`config.mk`:
```
export PLATFORM = sky130hd
export DESIGN_NAME = pipe_stage_skid
export DESIGN_NICKNAME = d
export VERILOG_FILES = /design/src/rtl/pipe_pkg.sv /design/src/rtl/pipe_stage_skid.sv
export SDC_FILE = /design/constraint.sdc
export NUM_CORES = 1
export LEC_CHECK = 0
export CORE_MARGIN = 8
export CORE_UTILIZATION = 53
export DETAILED_ROUTE_END_ITERATION = 10
export PLACE_DENSITY = 0.83
export SYNTH_ARGS = -nofsm -noshare
export SYNTH_HDL_FRONTEND = slang
export SYNTH_SLANG_ARGS = --single-unit
```
`constraint.sdc`:
```
create_clock -name clk -period 6.3 [get_ports clk]
set_clock_uncertainty 0.2 [all_clocks]
set_input_delay 1.26 -clock clk [delete_from_list [all_inputs] [get_ports clk]]
set_output_delay 1.26 -clock clk [all_outputs]
set_load 0.02 [all_outputs]
```
`src/rtl/pipe_pkg.sv`:
```
// Shared definitions for the MIPS pipeline stage registers: default field
// widths, the hazard-carrying entry layout, bubble value and Tnew countdown.
package pipe_pkg;

  localparam int PIPE_DATA_W = 64;
  localparam int TNEW_W      = 3;
  localparam int TUSE_W      = 3;
  localparam int TUSE_IDLE   = 4;

  // Occupancy view of a stage: derived from the entry valid bits, never stored.
  typedef enum logic [1:0] {
    ST_EMPTY = 2'd0,
    ST_ONE   = 2'd1,
    ST_FULL  = 2'd2
  } occ_state_e;

  typedef struct packed {
    logic                   valid;
    logic [PIPE_DATA_W-1:0] data;
    logic [4:0]             dst;
    logic [TNEW_W-1:0]      tnew;
    logic [TUSE_W-1:0]      rs_tuse;
    logic [TUSE_W-1:0]      rt_tuse;
  } pipe_entry_t;

  // A bubble never produces a result and never consumes one.
  localparam pipe_entry_t BUBBLE_ENTRY = '{
    valid:   1'b0,
    data:    '0,
    dst:     5'd0,
    tnew:    '0,
    rs_tuse: TUSE_W'(TUSE_IDLE),
    rt_tuse: TUSE_W'(TUSE_IDLE)
  };

  // Tnew countdown that sticks at zero instead of wrapping.
  function automatic logic [TNEW_W-1:0] sat_dec(input logic [TNEW_W-1:0] x);
    if (x == '0) return '0;
    return x - 1'b1;
  endfunction

endpackage

```
`src/rtl/pipe_stage_skid.sv`:
```
// Pipeline stage register with ready/valid handshake, a one-entry skid
// buffer, synchronous flush and hazard metadata (dst, Tnew, Tuse rs/rt).
// Outputs and in_ready are pure register outputs; invalid entries hold
// bubble values so the hazard unit can read fields without qualification.
module pipe_stage_skid #(
  parameter int DATA_W      = pipe_pkg::PIPE_DATA_W,
  parameter int TNEW_W      = pipe_pkg::TNEW_W,
  parameter int TUSE_W      = pipe_pkg::TUSE_W,
  parameter int TUSE_IDLE   = pipe_pkg::TUSE_IDLE,
  parameter int AGE_ON_HOLD = 0
) (
  input  logic              clk,
  input  logic              reset,
  input  logic              flush,
  input  logic              in_valid,
  output logic              in_ready,
  input  logic [DATA_W-1:0] in_data,
  input  logic [4:0]        in_dst,
  input  logic [TNEW_W-1:0] in_tnew,
  input  logic [TUSE_W-1:0] in_rs_tuse,
  input  logic [TUSE_W-1:0] in_rt_tuse,
  output logic              out_valid,
  input  logic              out_ready,
  output logic [DATA_W-1:0] out_data,
  output logic [4:0]        out_dst,
  output logic [TNEW_W-1:0] out_tnew,
  output logic [TUSE_W-1:0] out_rs_tuse,
  output logic [TUSE_W-1:0] out_rt_tuse,
  output logic              out_fwd_ok,
  output logic [1:0]        occupancy
);
  import pipe_pkg::*;

  typedef struct packed {
    logic              valid;
    logic [DATA_W-1:0] data;
    logic [4:0]        dst;
    logic [TNEW_W-1:0] tnew;
    logic [TUSE_W-1:0] rs_tuse;
    logic [TUSE_W-1:0] rt_tuse;
  } entry_t;

  function automatic entry_t bubble();
    entry_t e;
    e.valid   = 1'b0;
    e.data    = '0;
    e.dst     = 5'd0;
    e.tnew    = '0;
    e.rs_tuse = TUSE_W'(TUSE_IDLE);
    e.rt_tuse = TUSE_W'(TUSE_IDLE);
    return e;
  endfunction

  function automatic logic [TNEW_W-1:0] tnew_dec(input logic [TNEW_W-1:0] x);
    if (x == '0) return '0;
    return x - 1'b1;
  endfunction

  // Entries sitting still age only when the stage feeds a multi-cycle unit.
  function automatic entry_t hold_age(input entry_t e);
    entry_t r;
    r = e;
    if (AGE_ON_HOLD != 0) r.tnew = tnew_dec(e.tnew);
    return r;
  endfunction

  entry_t     r_main;
  entry_t     r_skid;
  logic       r_in_ready;
  logic       r_fwd_ok;
  logic [1:0] r_occ;

  entry_t     w_cap;
  entry_t     w_main_n;
  entry_t     w_skid_n;
  occ_state_e w_state;
  logic       w_accept;
  logic       w_drain;

  assign w_accept = in_valid && r_in_ready;
  assign w_drain  = r_main.valid && out_ready;

  // Incoming beat as it will be stored: Tnew advanced by one stage.
  always_comb begin
    w_cap         = bubble();
    w_cap.valid   = 1'b1;
    w_cap.data    = in_data;
    w_cap.dst     = in_dst;
    w_cap.tnew    = tnew_dec(in_tnew);
    w_cap.rs_tuse = in_rs_tuse;
    w_cap.rt_tuse = in_rt_tuse;
  end

  // Occupancy state decoded from the two valid bits.
  always_comb begin
    w_state = ST_EMPTY;
    if (r_skid.valid)      w_state = ST_FULL;
    else if (r_main.valid) w_state = ST_ONE;
  end

  // Next main/skid contents; flush empties the stage but a drain still counts.
  always_comb begin
    w_main_n = hold_age(r_main);
    w_skid_n = hold_age(r_skid);
    if (flush) begin
      w_main_n = bubble();
      w_skid_n = bubble();
    end else begin
      case (w_state)
        ST_EMPTY: begin
          if (w_accept) w_main_n = w_cap;
        end
        ST_ONE: begin
          if (w_accept && w_drain) w_main_n = w_cap;
          else if (w_accept)       w_skid_n = w_cap;
          else if (w_drain)        w_main_n = bubble();
        end
        ST_FULL: begin
          if (w_drain) begin
            w_main_n = r_skid;
            w_skid_n = bubble();
          end
        end
        default: begin
          w_main_n = bubble();
          w_skid_n = bubble();
        end
      endcase
    end
  end

  // Stage registers; reset drops both entries immediately.
  always_ff @(posedge clk or negedge reset) begin
    if (!reset) begin
      r_main     <= bubble();
      r_skid     <= bubble();
      r_in_ready <= 1'b1;
      r_fwd_ok   <= 1'b0;
      r_occ      <= 2'd0;
    end else begin
      r_main     <= w_main_n;
      r_skid     <= w_skid_n;
      r_in_ready <= !w_skid_n.valid;
      r_fwd_ok   <= w_main_n.valid && (w_main_n.dst != 5'd0) && (w_main_n.tnew == '0);
      r_occ      <= {1'b0, w_main_n.valid} + {1'b0, w_skid_n.valid};
    end
  end

  assign in_ready    = r_in_ready;
  assign out_valid   = r_main.valid;
  assign out_data    = r_main.data;
  assign out_dst     = r_main.dst;
  assign out_tnew    = r_main.tnew;
  assign out_rs_tuse = r_main.rs_tuse;
  assign out_rt_tuse = r_main.rt_tuse;
  assign out_fwd_ok  = r_fwd_ok;
  assign occupancy   = r_occ;

endmodule

```
# ---- After elaboration in Yosys (flattened, before gate mapping)
# Cells that the tools add are included.
dict set report totals {
  regBits 162
  input_bits 83
  elab_cells 55
}
dict set report op_classes {
  addsub 2
  n_eq_ne 9
  mux 17
  reduce_logical 12
}
# operator count
set ops {}
lappend ops {{$mux 79} 10}
lappend ops {{$pmux 79 s3} 2}
lappend ops {{$ne 3x3->1 const B} 4}
lappend ops {{$ne 4x4->1 const B} 2}
lappend ops {{$reduce_and 4->1} 2}
lappend ops {{$logic_not 3->1} 2}
lappend ops {{$mux 3} 2}
lappend ops {{$logic_and 1x1->1} 5}
lappend ops {{$reduce_bool 5->1} 1}
lappend ops {{$sub 3x1->3 const B} 1}
lappend ops {{$add 1x1->2} 1}
lappend ops {{$eq 2x1->1 const B} 1}
lappend ops {{$eq 2x2->1 const B} 1}
lappend ops {{$logic_not 2->1} 1}
lappend ops {{$mux 1} 2}
lappend ops {{$mux 2} 1}
lappend ops {{$ne 2x2->1 const B} 1}
lappend ops {{$logic_not 1->1} 1}

# ---- Depth between registers and ports, before layout
dict set report depth {
  word_depth 9
  depth_mapped 8
  ltp_nobuf 6
}

# ---- Worst setup path after synthesis
# Ideal clock, no wire load.
dict set report synth_timing {
  path_kind {input -> register}
  start {input port in_valid}
  end {register r_fwd_ok (netlist: out_fwd_ok)}
  arrival_time_ps 2374
  path_slack_ps 3600
  path_stages 6
  path_buffers 1
  path_cell_list {and2_4 > buf_8 > mux2_4 > a311o_1 > nor3_2 > a211oi_2}
}
# element line
set synth_rtl {}
lappend synth_rtl {{start: declaration} pipe_stage_skid.sv:15} ;# input logic in_valid,
lappend synth_rtl {{end signal: assignment} pipe_stage_skid.sv:144} ;# r_fwd_ok <= w_main_n.valid && (w_main_n.dst != 5'd0) && (w_main_n.tnew == '0);
lappend synth_rtl {{end: declaration} pipe_stage_skid.sv:70} ;# logic r_fwd_ok;

==> qor_table.md <==
| Parameter | Reported |
| --- | --- |
| Status | finished clean |
| Horizontal die dimension | 128 um |
| Nets | 813 |
| Final setup TNS | 0 ps |
| Post-cts repair resize count | 0 |
| Final Max Tran Viols | 0 |
| Hold crit path type | flip-flop to flip-flop |
| H-tree Lvls | 4 |
| Row cnt | 41 |
| Final weighted congestion in routability-driven placement | 0.892 |
| Largest buffer count on any clock path | 2 |
| Number of top-level design ports | 166 |
| First-pass GRT wire length | 29.8 mm |
| Total via count in the routed design | 5,521 |
| Routed len/inst | 20.5 um |
| Total of buffers placed on input and output ports | 165 |
| Overall track demand over capacity in global routing | 0.230 |
| Part of the Yosys area used for sequential elements | 0.606 |
| Die Ht | 128 um |
| Die footprint | 16,500 sq um |
| Async S/R FF share, synth | 1.00 |
| Largest fanout on the critical path | 53 |
| Placeable core region | 12,500 sq um |
| Drt initial violations | 538 |
| Number of antenna violations at the first check in global routing | 0 |
| Largest family of logic cells by synthesized area | compound AO/OA/AOI/OAI gates |
| Peak Freq | 258 MHz |
| Count of final hold-check violations | 0 |
| Post-synthesis cell count | 587 |
| Setup repair after global routing missed its margin | no |
| Worst setup EP type | flip-flop |
| Worst EP required | 6420 ps |
| Final cycle utilization of the critical path | 0.615 |
| First drt pass iteration count | 5 |
| Leakage power | 0.00394 uW |
| Number of non-filler instances in the completed layout | 912 |
| Share of the synthesized area in compound gates (AO/OA/AOI/OAI) | 0.270 |
| Initial standard-cell utilization of the core | 0.537 |
| Relative area change from synthesis to final layout | 35.0% |
| Clock buffer count from CTS | 17 |
| Psw | 657 uW |
| Most used DFF post-synth | sky130_fd_sc_hd__dfrtp_1 |
| Critical Path AT | 4000 ps |
| Post-Synth Adder-Cell Area | 0.00561 |
| Synth Net Count | 673 |
| Crit path kind | input port to flip-flop |
| Yosys warning total | 0 |
| Number of sinks handled by clock tree synthesis | 162 |
| Multiplexer share of the synthesized area | 0.00224 |
| Hold bufs inserted after CTS | 0 |
| Antenna Diode Count | 0 |
| Clock network power share | 0.430 |
| Reg power frac | 0.426 |
| Count of unique library cells instantiated by Yosys | 45 |
| Routed vias/inst | 6.05 |
| P_int | 2010 uW |
| Number of enable-type register cells in the synthesized netlist | 0 |
| Sum of overflow across all layers after global routing | 0 |
| Sw Share | 0.246 |
| Worst supply voltage drop on vdd | 0.210 mV |
| Vias in the first global route | 5,666 |
| Post-layout utilization of the core | 0.725 |
| Number of nets with antenna violations after detailed routing | 0 |
| Post CTS Setup Buffer Count | 0 |
| Overall routed net length | 18.7 mm |
| Root buffer cell | sky130_fd_sc_hd__clkbuf_16 |
| Combinational Power Share | 0.145 |
| Final worst hold slack | 267 ps |
| Post-synthesis simple-gate area fraction | 0.0729 |
| Count of maximum capacitance violations | 0 |
| Synthesized cell area | 6700 sq um |
| Count of placed standard cells including taps | 880 |
| Final setup viols | 0 |
| Worst-Skew Late Latency | 420 ps |
| Category of the worst setup path launch point | input port |
| Xor and xnor area share after synthesis | 0 |
| Post-synthesis area per instance | 11.4 sq um |
| Post-detailed-placement half-perimeter wirelength | 12.2 mm |
| Actual slew at the worst max-slew pin | 1050 ps |
| TritonCTS clock tree | built |
| Headroom to the max-slew limit | 0.298 |
| Fill cell instance count of the final layout | 896 |
| Reg clk slew, reported paths | 60 ps |
| Pin count of the biggest net entering global routing | 104 |
| Min Clock Period, post-route | 3870 ps |
| # DRC | 0 |
| Total of flip-flops plus latches after synthesis | 162 |
| Fraction of layout instances using a drive strength above 1 | 0.0797 |
| PwrDens | 295 nW/um^2 |
-- cell usage after synthesis, drive strengths merged (2+ instances only) --
library cell	instances	area share
nand3	4	0.0030
a222oi	2	0.0030
a211oi	4	0.0071
buf	27	0.024
and2	5	0.0050
ha	3	0.0056
a21oi	13	0.011
o21ai	76	0.057
a22o	74	0.097
a2bb2oi	2	0.0026
and3	3	0.0028
nor3	3	0.0030
a221o	3	0.0045
nand2	78	0.044
o21bai	2	0.0022
a22oi	68	0.076
a31o	2	0.0026
inv	8	0.0045
clkbuf	25	0.014
dfrtp	157	0.59
nor2	10	0.0064
nand3b	3	0.0052
dfstp	5	0.020
-- worst paths after layout --
kind | slack (ps) | depth (start not counted) | startpoint | to
setup / recovery | 2430 | 7 | out_ready | out_fwd_ok
hold / removal | 270 | 2 | r_skid[5] | r_skid[5]
setup reg to reg | 3180 | 6 | out_valid | out_fwd_ok
hold reg to reg | 270 | 2 | r_skid[5] | r_skid[5]
max in group asynchronous | 3870 | 2 | reset | out_data[47]
min in group asynchronous | 740 | 1 | reset | out_fwd_ok
-- cell usage in the layout (no fill, tap or decap), types with 8 or more instances in the layout --
cell                              instances
sky130_fd_sc_hd__clkbuf_16               17
sky130_fd_sc_hd__a22oi_1                 68
sky130_fd_sc_hd__a22o_1                  74
sky130_fd_sc_hd__inv_1                    8
sky130_fd_sc_hd__nor2_1                   8
sky130_fd_sc_hd__o21ai_1                 23
sky130_fd_sc_hd__buf_4                    8
sky130_fd_sc_hd__clkdlybuf4s50_1        163
sky130_fd_sc_hd__a21oi_1                 11
sky130_fd_sc_hd__o21ai_0                 53
sky130_fd_sc_hd__nand2_1                 78
sky130_fd_sc_hd__dfrtp_1                157
-- metal layers --
| layer | wire length (um) | vias to the layer above | GRT usage |
|---|---|---|---|
| met4 | 515 | 0 | 0.108 |
| met1 | 7530 | 2774 | 0.287 |
| met3 | 1520 | 39 | 0.0741 |
| met2 | 9110 | 258 | 0.358 |
| li1 | - | 2450 | - |
| met5 | 0 | - | 0 |
-- registers in the layout, summed over array words and instances, names as in the netlist --
| name | flops |
|---|---|
| out_dst | 5 |
| out_valid | 1 |
| out_data | 64 |
| r_skid | 79 |
| out_rt_tuse | 3 |
| out_rs_tuse | 3 |
| in_ready | 1 |
| occupancy | 2 |
| out_fwd_ok | 1 |
| out_tnew | 3 |
-- worst max-delay path, stage by stage --
cell                              delay, ps
sky130_fd_sc_hd__clkdlybuf4s50_1        660
sky130_fd_sc_hd__and3_2                 960
sky130_fd_sc_hd__buf_4                  420
sky130_fd_sc_hd__and3_1                 200
sky130_fd_sc_hd__a221o_1                150
sky130_fd_sc_hd__nor3_2                  60
sky130_fd_sc_hd__a211oi_2               240
-- through the flow --
step           setup WS, ps  instance area (sq um)  total power (uW)
3_5_place_dp           2080                   8380              1540
3_3_place_gp           2150                   8380              1530
4_1_cts                2460                   9040              2680
6_report               2430                   9040              2670
2_1_floorplan          3600                   6700              1330
5_1_grt                2270                   9040              2760
-- final cells by class --
class	instances	area, sq um	share of cell area
Timing Repair Buffer	173	1710	0.189
Clock inverter	9	175	0.0194
Clock buffer	23	488	0.0540
Tap cell	172	215	0.0238
Multi-Input combinational cell	365	2360	0.262
Inverter	8	30.0	0.00332
Sequential cell	162	4060	0.449
-- cells by family after synthesis --
group | count (synthesis)
AOI/OAI and AO/OA | 251
adders and majority gates | 3
buffers and inverters | 60
DFF | 162
muxes | 1
and+or+nand+nor | 110
-- power by group through the flow --
stage | registers, uW | clock network (uW) | logic [uW]
2_1_floorplan | 1190 | 0 | 134
3_3_place_gp | 1150 | 0 | 377
3_5_place_dp | 1150 | 0 | 386
4_1_cts | 1130 | 1160 | 388
5_1_grt | 1140 | 1200 | 414
6_report | 1140 | 1150 | 386
Power figures use the tool's default switching activity.
